File: src/rtl/timer_sched.sv
// Round-robin scheduler sharing one up-counter among NUM_REQ requesters.
// A winner gets gnt for L cycles, then a one-cycle done pulse; dropping req aborts the run.
module timer_sched #(
    parameter int  NUM_REQ   = 4,
    parameter int  MAX_COUNT = 10,
    localparam int CNT_W     = $clog2(MAX_COUNT) + 1
) (
    input  logic                     clk,
    input  logic                     reset_n,
    input  logic [NUM_REQ-1:0]       req,
    input  logic [NUM_REQ*CNT_W-1:0] req_len,
    output logic [NUM_REQ-1:0]       gnt,
    output logic [NUM_REQ-1:0]       done,
    output logic                     busy,
    output logic [CNT_W-1:0]         cnt_out
);

    // state | meaning
    // IDLE  | no run active; arbitrate among pending requests
    // RUN   | winner holds gnt, counter advances once per cycle
    // DONE  | one-cycle done pulse to the winner, count holds run length

    localparam int                 PTR_W   = (NUM_REQ > 1) ? $clog2(NUM_REQ) : 1;
    localparam logic [CNT_W-1:0]   MAX_CNT = CNT_W'(MAX_COUNT);

    typedef enum logic [1:0] {
        IDLE = 2'd0,
        RUN  = 2'd1,
        DONE = 2'd2
    } state_t;

    state_t             state_q, state_d;
    logic [PTR_W-1:0]   ptr_q, ptr_d;
    logic [PTR_W-1:0]   win_q, win_d;
    logic [CNT_W-1:0]   len_q, len_d;
    logic [CNT_W-1:0]   cnt_q, cnt_d;

    logic [CNT_W-1:0]   len_arr [NUM_REQ];
    logic               arb_found;
    logic [PTR_W-1:0]   arb_win;
    logic [PTR_W:0]     arb_cand;
    logic [CNT_W-1:0]   arb_len;
    logic [PTR_W-1:0]   next_ptr;

    for (genvar g = 0; g < NUM_REQ; g++) begin : g_len
        assign len_arr[g] = req_len[g*CNT_W +: CNT_W];
    end

    // Scan upward from ptr with wrap; the extra bit keeps ptr+i from overflowing before the wrap.
    always_comb begin
        arb_found = 1'b0;
        arb_win   = '0;
        arb_cand  = '0;
        for (int i = 0; i < NUM_REQ; i++) begin
            arb_cand = {1'b0, ptr_q} + (PTR_W+1)'(i);
            if (arb_cand >= (PTR_W+1)'(NUM_REQ))
                arb_cand = arb_cand - (PTR_W+1)'(NUM_REQ);
            if (!arb_found && req[arb_cand[PTR_W-1:0]]) begin
                arb_found = 1'b1;
                arb_win   = arb_cand[PTR_W-1:0];
            end
        end
    end

    assign arb_len  = (len_arr[arb_win] > MAX_CNT) ? MAX_CNT : len_arr[arb_win];
    assign next_ptr = (win_q == PTR_W'(NUM_REQ-1)) ? '0 : win_q + 1'b1;

    always_ff @(posedge clk or negedge reset_n) begin
        if (!reset_n) begin
            state_q <= IDLE;
            ptr_q   <= '0;
            win_q   <= '0;
            len_q   <= '0;
            cnt_q   <= '0;
        end else begin
            state_q <= state_d;
            ptr_q   <= ptr_d;
            win_q   <= win_d;
            len_q   <= len_d;
            cnt_q   <= cnt_d;
        end
    end

    always_comb begin
        state_d = state_q;
        ptr_d   = ptr_q;
        win_d   = win_q;
        len_d   = len_q;
        cnt_d   = cnt_q;
        case (state_q)
            IDLE: begin
                cnt_d = '0;
                if (arb_found) begin
                    win_d   = arb_win;
                    len_d   = arb_len;
                    state_d = (arb_len == '0) ? DONE : RUN;
                end
            end
            RUN: begin
                // Abort wins over completion: a dropped request never sees done.
                if (!req[win_q]) begin
                    state_d = IDLE;
                    cnt_d   = '0;
                    ptr_d   = next_ptr;
                end else begin
                    cnt_d = cnt_q + 1'b1;
                    if (cnt_q == len_q - 1'b1)
                        state_d = DONE;
                end
            end
            DONE: begin
                state_d = IDLE;
                cnt_d   = '0;
                ptr_d   = next_ptr;
            end
            default: begin
                state_d = IDLE;
                cnt_d   = '0;
            end
        endcase
    end

    always_comb begin
        gnt  = '0;
        done = '0;
        if (state_q == RUN)
            gnt[win_q] = 1'b1;
        if (state_q == DONE)
            done[win_q] = 1'b1;
    end

    assign busy    = (state_q == RUN) || (state_q == DONE);
    assign cnt_out = cnt_q;

endmodule

File: config.mk
export PLATFORM = sky130hd
export DESIGN_NAME = timer_sched
export DESIGN_NICKNAME = d
export VERILOG_FILES = /design/src/rtl/timer_sched.sv
export SDC_FILE = /design/constraint.sdc
export NUM_CORES = 1
export LEC_CHECK = 0
export CORE_MARGIN = 2
export CORE_UTILIZATION = 35
export DETAILED_ROUTE_END_ITERATION = 6
export DONT_BUFFER_PORTS = 1
export PLACE_DENSITY = 0.53
export SYNTH_ARGS = -nofsm -noshare
export SYNTH_HDL_FRONTEND = slang
export SYNTH_SLANG_ARGS = --single-unit
File: constraint.sdc
create_clock -name clk -period 4.3 [get_ports clk]
set_clock_uncertainty 0.05 [all_clocks]
set_input_delay 0.645 -clock clk [delete_from_list [all_inputs] [get_ports clk]]
set_output_delay 0.645 -clock clk [all_outputs]
set_load 0.05 [all_outputs]
==> run summary, run 1 <==
### Outcome
* **result of the run** finished, final reports clean

### STA
* **Setup TNS Final** 0 ns
* **count of final setup violators** 0
* **period utilization** 55.9%
* **RSZ-0062 raised after global routing** false
* **upper clock frequency limit** 416 MHz
* **min Tclk post-route** 2.41 ns
* **Worst slew margin** 53.0%
* **Hold Vio Cnt, Final** 0
* **actual slew at the worst max-slew pin** 0.702 ns
* **number of pins exceeding their max-slew limit in the final report** 0

### Floorplanning
* **top-level I/O count** 40
* **Die Footprint** 4100 um^2
* **die span in x** 64.0 um
* **# rows** 21
* **Floorplan Core Area** 3390 um^2
* **initial cell density of the core** 37.2%
* **die boundary height** 64.0 um

### Routing
* **detailed-routing iteration count for the pre-antenna-repair pass** 4
* **DR WL/cell** 14.2 um
* **detailed-route DRC error count** 0
* **Total Wirelength** 2510 um
* **total via count in the routed design** 934
* **DR iter-0 viols** 26
* **via density per instance** 5.28
* **DRT antenna net count** 0

### Logic synthesis
* **Synth Warn #** 0
* **most used flip-flop cell after synthesis** sky130_fd_sc_hd__dfrtp_1
* **share of async-settable or async-resettable flops after synthesis** 100%
* **post-synthesis cell area** 1260 um^2
* **area share of the largest cell type after synthesis** 31.7%
* **cell types with the largest area share after synthesis** sky130_fd_sc_hd__dfrtp_1, sky130_fd_sc_hd__mux2i_1, sky130_fd_sc_hd__ha_1
* **share of the yosys chip area belonging to registers** 31.7%
* **post-synthesis instance total** 129
* **number of nets produced by synthesis** 164
* **top cell type by total area after synthesis** sky130_fd_sc_hd__dfrtp_1
* **number of synthesized register bits** 16
* **number of synthesized flops with an enable pin** 0
* **average cell area after synthesis** 9.78 um^2
* **count of distinct cell types in the synthesized netlist** 35

### Clock network
* **clock latency at the later pin of the worst-skew pair** 0.28 ns
* **maximum buffer depth of the clock tree** 2
* **clock transition time at the flip-flop clock pins of the worst setup and hold paths** 0.09 ns
* **number of H-tree levels** 1
* **number of sinks on the clock net** 16
* **CTS Root Buffer Type** sky130_fd_sc_hd__clkbuf_4
* **CTS buffer count** 3
* **TritonCTS clock tree** yes

### GRT
* **total global-route track usage** 13.2%
* **total global routing overflow** 0
* **wire length of the first global-routing pass** 4290 um
* **pin count of the biggest net entering global routing** 17
* **number of global-route vias before repair** 940
* **number of antenna violations at the first check in global routing** 0

### Run
* **max capacitance violation total** 0

### Pwr
* **Power, Total** 0.938 mW
* **cell leakage power** 0.613 nW
* **VDD IR max** 0.265 mV
* **ratio of total power to cell area** 704 nW/um^2

### Layout
* **multi-input logic area** 798 um^2
* **ANT cells** 0
* **layout filler cell count** 340
* **total area of sequential cells** 400 um^2
* **Post-layout nets** 167
* **signed area change from the synthesized netlist to the final layout** 5.65%
* **fraction of layout instances using a drive strength above 1** 9.92%

### Worst hold path
* **type of the tightest min-delay check** flop to flop

### Worst setup path
* **Critical Path Start Type** flop
* **kind of critical path** flop to flop
* **sort of element at the end of the critical path** flop
* **worst endpoint required time** 4.40 ns
* **arrival time reported for the critical path endpoint** 2.51 ns
* **top fanout value on the critical path** 10

### Placed design
* **PortBufs** 0
* **global placement routability congestion** 0.753
* **total half-perimeter wirelength after legalization and detailed placement** 2030 um

## placed cells by master (no fill, tap or decap), drive strengths merged, types with 2 or more instances in the layout
master	Yosys	final
o31ai	2	2
mux2i	17	17
or2b	2	2
nor3	3	3
nor3b	3	3
ha	9	9
nand2	8	8
a31o	2	2
xnor2	6	6
nor2	5	5
dfrtp	16	16
nor4	2	2
a21oi	6	6
nand3	3	3
and2	10	10
o21ai	6	6
clkbuf	1	4
xor2	3	3
inv	8	8
mux2	2	2
## routing by layer
| metal | part of all wire, % | wire [um] | vias up | track usage, % |
|---|---|---|---|---|
| li1 | - | - | 465 | - |
| met1 | 49 | 1220 | 437 | 17.7 |
| met2 | 47 | 1190 | 32 | 21.4 |
| met3 | 3.8 | 95 | 0 | 1.76 |
| met4 | 0 | 0 | 0 | 5.71 |
| met5 | 0 | 0 | - | 0 |
## report_power, final
part | internal, mW | switching (mW) | leakage [nW]
combinational | 0.220 | 0.323 | 0.387
sequential | 0.202 | 0.0963 | 0.204
clock | 0.0515 | 0.0454 | 0.0210
## registers in the layout, summed over array words and instances (netlist names)
name	flops
win_q	2
cnt_out	5
len_q	5
ptr_q	2
state_q	2
## timing repair
item / 4_1_cts / 5_1_grt
buffers inserted: 0 / 0
hold endpoints to repair: 16 / 0
hold buffers: 1 / 0
resized for setup: 0 / 0
## metrics by stage
| step | hold slack, ns | setup slack (ns) | util, % | std cells | cell area [um^2] |
|---|---|---|---|---|---|
| 2_1_floorplan | 0.299 | 2.07 | - | 129 | 1260 |
| 3_3_place_gp | 0.300 | 1.84 | 37.9 | 172 | 1290 |
| 3_5_place_dp | 0.300 | 1.79 | 37.9 | 172 | 1290 |
| 4_1_cts | 0.477 | 1.91 | 39.3 | 177 | 1330 |
| 5_1_grt | 0.490 | 1.57 | 39.3 | 177 | 1330 |
| 6_report | 0.474 | 1.89 | 39.3 | 177 | 1330 |
## critical path, stage by stage, from the launching register on
cell,delay (ns)
sky130_fd_sc_hd__dfrtp_1,0.48
sky130_fd_sc_hd__mux2i_1,0.28
sky130_fd_sc_hd__a221o_1,0.52
sky130_fd_sc_hd__mux2i_1,0.25
sky130_fd_sc_hd__mux2i_1,0.14
sky130_fd_sc_hd__a2111oi_1,0.49
sky130_fd_sc_hd__a21oi_1,0.08
## cells in the mapped netlist, types with 2 or more instances
| master | count |
|---|---|
| sky130_fd_sc_hd__mux2i_1 | 17 |
| sky130_fd_sc_hd__dfrtp_1 | 16 |
| sky130_fd_sc_hd__and2_1 | 10 |
| sky130_fd_sc_hd__ha_1 | 9 |
| sky130_fd_sc_hd__inv_1 | 8 |
| sky130_fd_sc_hd__nand2_1 | 8 |
| sky130_fd_sc_hd__a21oi_1 | 6 |
| sky130_fd_sc_hd__o21ai_0 | 6 |
| sky130_fd_sc_hd__xnor2_1 | 6 |
| sky130_fd_sc_hd__nor2_1 | 5 |
| sky130_fd_sc_hd__nand3_1 | 3 |
| sky130_fd_sc_hd__nor3_1 | 3 |
| sky130_fd_sc_hd__nor3b_1 | 3 |
| sky130_fd_sc_hd__xor2_1 | 3 |
| sky130_fd_sc_hd__a31o_2 | 2 |
| sky130_fd_sc_hd__mux2_2 | 2 |
| sky130_fd_sc_hd__nor4_1 | 2 |
| sky130_fd_sc_hd__o31ai_1 | 2 |
| sky130_fd_sc_hd__or2b_2 | 2 |
## logic make-up after synthesis
| family | count (synthesis) | synth area share (%) |
|---|---|---|
| XOR/XNOR | 9 | 6.25 |
| AND/OR/NAND/NOR | 37 | 15.9 |
| buffers and inverters | 11 | 4.96 |
| AO/OA/AOI/OAI | 27 | 15.2 |
| adder cells (fa/ha/maj) | 9 | 8.93 |
| multiplexers | 20 | 17.1 |
| flip-flops | 16 | 31.7 |
## area by class of cell
class,count,area share (%)
Inverter,8,2.25
Tap cell,46,4.32
Multi-Input combinational cell,102,59.9
Timing Repair Buffer,1,0.751
Sequential cell,16,30.0
Clock buffer,4,2.72
## final timing paths
check	from	endpoint	slack, ns	cells after the start
worst max-delay path	ptr_q[1]	len_q[1]	1.89	6
worst min-delay path	len_q[4]	len_q[4]	0.47	1
worst max register to register	ptr_q[1]	len_q[1]	1.89	6
worst min register to register	len_q[4]	len_q[4]	0.47	1
max in group asynchronous	reset_n	state_q[1]	2.96	1
min in group asynchronous	reset_n	cnt_out[0]	0.79	1
No activity file was read; power rests on OpenSTA's default activity.
==> run 2: changes to the inputs <==
--- a/config.mk
+++ b/config.mk
@@ -9,7 +9,7 @@
 export CORE_UTILIZATION = 35
 export DETAILED_ROUTE_END_ITERATION = 6
 export DONT_BUFFER_PORTS = 1
-export PLACE_DENSITY = 0.53
+export PLACE_DENSITY = 0.55
 export SYNTH_ARGS = -nofsm -noshare
 export SYNTH_HDL_FRONTEND = slang
 export SYNTH_SLANG_ARGS = --single-unit
==> constraint.sdc (replaced) <==
create_clock -name clk -period 2.05 [get_ports clk]
set_clock_uncertainty 0.05 [all_clocks]
set_input_delay 0.3075 -clock clk [delete_from_list [all_inputs] [get_ports clk]]
set_output_delay 0.3075 -clock clk [all_outputs]
set_load 0.05 [all_outputs]
==> run 2 against run 1 <==
  * The run now ends with setup timing left
  * Cell area increased by 23%
  * Global-route usage increased by 1.2 points
  * Hold slack got worse by 0.25 ns
  * Critical path depth increased by 1
  * Combinational power increased to 3.1 times the previous value
  * Utilization increased by 9.0 points
  * Largest cell class unchanged
==> run summary, run 2 (synthesis gave the netlist of run 1 again) <==
### GRT
* **total global routing overflow** 0, unchanged
* **number of global-route vias before repair** 1047, was 940
* **wire length of the first global-routing pass** 4730 um, was 4290 um
* **number of antenna violations at the first check in global routing** 0, unchanged
* **pin count of the biggest net entering global routing** 17, unchanged
* **total global-route track usage** 14.4%, was 13.2%

### Layout
* **fraction of layout instances using a drive strength above 1** 33.1%, was 9.92%
* **Post-layout nets** 181, was 167
* **most common cell after layout, fill and taps aside** sky130_fd_sc_hd__dfrtp_1, was sky130_fd_sc_hd__mux2i_1
* **most frequent cells in the layout** sky130_fd_sc_hd__dfrtp_1, sky130_fd_sc_hd__buf_4, sky130_fd_sc_hd__and2_1, sky130_fd_sc_hd__ha_1, was sky130_fd_sc_hd__mux2i_1, sky130_fd_sc_hd__dfrtp_1, sky130_fd_sc_hd__and2_1, sky130_fd_sc_hd__ha_1
* **post-route design area** 1640 um^2, was 1330 um^2
* **number of cells in the finished layout apart from fillers** 191, was 177
* **signed area change from the synthesized netlist to the final layout** 29.9%, was 5.65%
* **ANT cells** 0, unchanged

### Worst setup path
* **kind of critical path** flop to flop, unchanged
* **highest cell delay on the worst timing path** 0.43 ns, was 0.52 ns
* **CP Buf/Inv Count** 1, was 0
* **cell type of the slowest stage on the worst timing path** sky130_fd_sc_hd__dfrtp_1, was sky130_fd_sc_hd__a221o_1
* **worst endpoint required time** 2.20 ns, was 4.40 ns
* **arrival time reported for the critical path endpoint** 2.30 ns, was 2.51 ns
* **gate family responsible for the most delay along the worst path** compound AO/OA/AOI/OAI gates, unchanged
* **top fanout value on the critical path** 10, unchanged
* **Critical Path Start Type** flop, unchanged
* **sort of element at the end of the critical path** flop, unchanged
* **Cell Chain, Critical Path** a21bo_2, a221o_1, buf_12, mux2i_2, mux2i_4, or2b_4, o31ai_4, was mux2i_1, a221o_1, mux2i_1, mux2i_1, a2111oi_1, a21oi_1

### Floorplanning
* **top-level I/O count** 40, unchanged
* **Die Footprint** 4100 um^2, unchanged
* **initial cell density of the core** 37.2%, unchanged
* **Floorplan Core Area** 3390 um^2, unchanged
* **die span in x** 64.0 um, unchanged
* **# rows** 21, unchanged
* **die boundary height** 64.0 um, unchanged

### Clock network
* **number of H-tree levels** 1, unchanged
* **clock transition time at the flip-flop clock pins of the worst setup and hold paths** 0.10 ns, was 0.09 ns
* **number of sinks on the clock net** 16, unchanged
* **maximum buffer depth of the clock tree** 2, unchanged
* **TritonCTS clock tree** yes, unchanged
* **CTS buffer count** 3, unchanged
* **CTS Root Buffer Type** sky130_fd_sc_hd__clkbuf_4, unchanged
* **clock latency at the later pin of the worst-skew pair** 0.28 ns, about the same

### Pwr
* **cell leakage power** 0.687 nW, was 0.613 nW
* **VDD IR max** 0.550 mV, was 0.265 mV
* **ratio of total power to cell area** 1480 nW/um^2, was 704 nW/um^2
* **Power, Total** 2.42 mW, was 0.938 mW

### STA
* **Worst slew margin** 50.3%, was 53.0%
* **RSZ-0062 raised after global routing** true, was false
* **count of final setup violators** 4, was 0
* **Setup TNS Final** -0.240 ns, was 0 ns
* **min Tclk post-route** 2.15 ns, was 2.41 ns
* **actual slew at the worst max-slew pin** 0.744 ns, was 0.702 ns
* **upper clock frequency limit** 466 MHz, was 416 MHz
* **number of pins exceeding their max-slew limit in the final report** 0, unchanged
* **Hold Vio Cnt, Final** 0, unchanged
* **Worst Setup Slack, final** -0.0976 ns, was 1.89 ns
* **period utilization** 105%, was 55.9%

### Placed design
* **Cell Count Post-Placement** 185, was 172
* **total half-perimeter wirelength after legalization and detailed placement** 2150 um, was 2030 um
* **Placement Cell Area** 1400 um^2, was 1290 um^2
* **PortBufs** 0, unchanged
* **global placement routability congestion** 0.753, about the same
* **placement-stage worst setup slack** -0.191 ns, was 1.79 ns

### Routing
* **Total Wirelength** 2790 um, was 2510 um
* **DR WL/cell** 14.6 um, was 14.2 um
* **DR iter-0 viols** 41, was 26
* **detailed-route DRC error count** 0, unchanged
* **via density per instance** 5.37, was 5.28
* **total via count in the routed design** 1026, was 934
* **detailed-routing iteration count for the pre-antenna-repair pass** 4, unchanged
* **DRT antenna net count** 0, unchanged

### Worst hold path
* **type of the tightest min-delay check** input pin to flop, was flop to flop

### Outcome
* **failing checks** setup timing
* **result of the run** finished, violations left, was finished, final reports clean

### Run
* **max capacitance violation total** 0, unchanged

## run 2: worst reg2reg max path, cell delays in order, from the launching register on
cell	delay, ns
sky130_fd_sc_hd__dfrtp_1	0.43
sky130_fd_sc_hd__a21bo_2	0.23
sky130_fd_sc_hd__a221o_1	0.33
sky130_fd_sc_hd__buf_12	0.17
sky130_fd_sc_hd__mux2i_2	0.16
sky130_fd_sc_hd__mux2i_4	0.22
sky130_fd_sc_hd__or2b_4	0.31
sky130_fd_sc_hd__o31ai_4	0.16
## run 2: through the flow
step           hold WS (ns)  util [%]
2_1_floorplan       -0.0381         -
3_3_place_gp        -0.0375      41.2
3_5_place_dp        -0.0375      41.2
4_1_cts               0.208      43.9
5_1_grt               0.233      48.3
6_report              0.225      48.3
## run 2: worst paths after layout
| check | to | cells past startpoint | from | slack [ns] |
|---|---|---|---|---|
| worst max-delay path | len_q[2] | 7 | ptr_q[1] | -0.1 |
| worst min-delay path | win_q[0] | 3 | req[2] | 0.22 |
| worst max register to register | len_q[2] | 7 | ptr_q[1] | -0.1 |
| worst min register to register | len_q[4] | 1 | len_q[4] | 0.47 |
| max in group asynchronous | ptr_q[0] | 1 | reset_n | 0.97 |
| min in group asynchronous | win_q[1] | 1 | reset_n | 0.47 |
## run 2: what timing repair did
action                                 4_1_cts  5_1_grt
buffers inserted                             0        1
pin swaps                                    0        4
hold buffers                                 1        0
gates resized for setup                     11       24
endpoints found under the hold margin       16        0
setup endpoints to repair                    6        6
## run 2: area by class of cell
type	instances	area [um^2]
flip-flops and latches	16	402
clock buffers	4	36.3
inverters	8	30.0
multi-input cells	102	981
well taps	46	57.6
fillers	309	1750
repair buffers	15	131
## run 2: where the power goes
part | internal (mW) | total, mW | switching (mW) | leakage, nW
Clock | 0.108 | 0.208 | 0.0998 | 0.0210
Sequential | 0.428 | 0.550 | 0.122 | 0.203
Combinational | 0.745 | 1.67 | 0.921 | 0.463
## run 2: per-layer routing
metal  track usage (%)  part of all wire (%)
met2              23.0                    48
met5                 0                     0
met3              1.94                   7.4
met4              6.25                   1.0
met1              19.4                    44
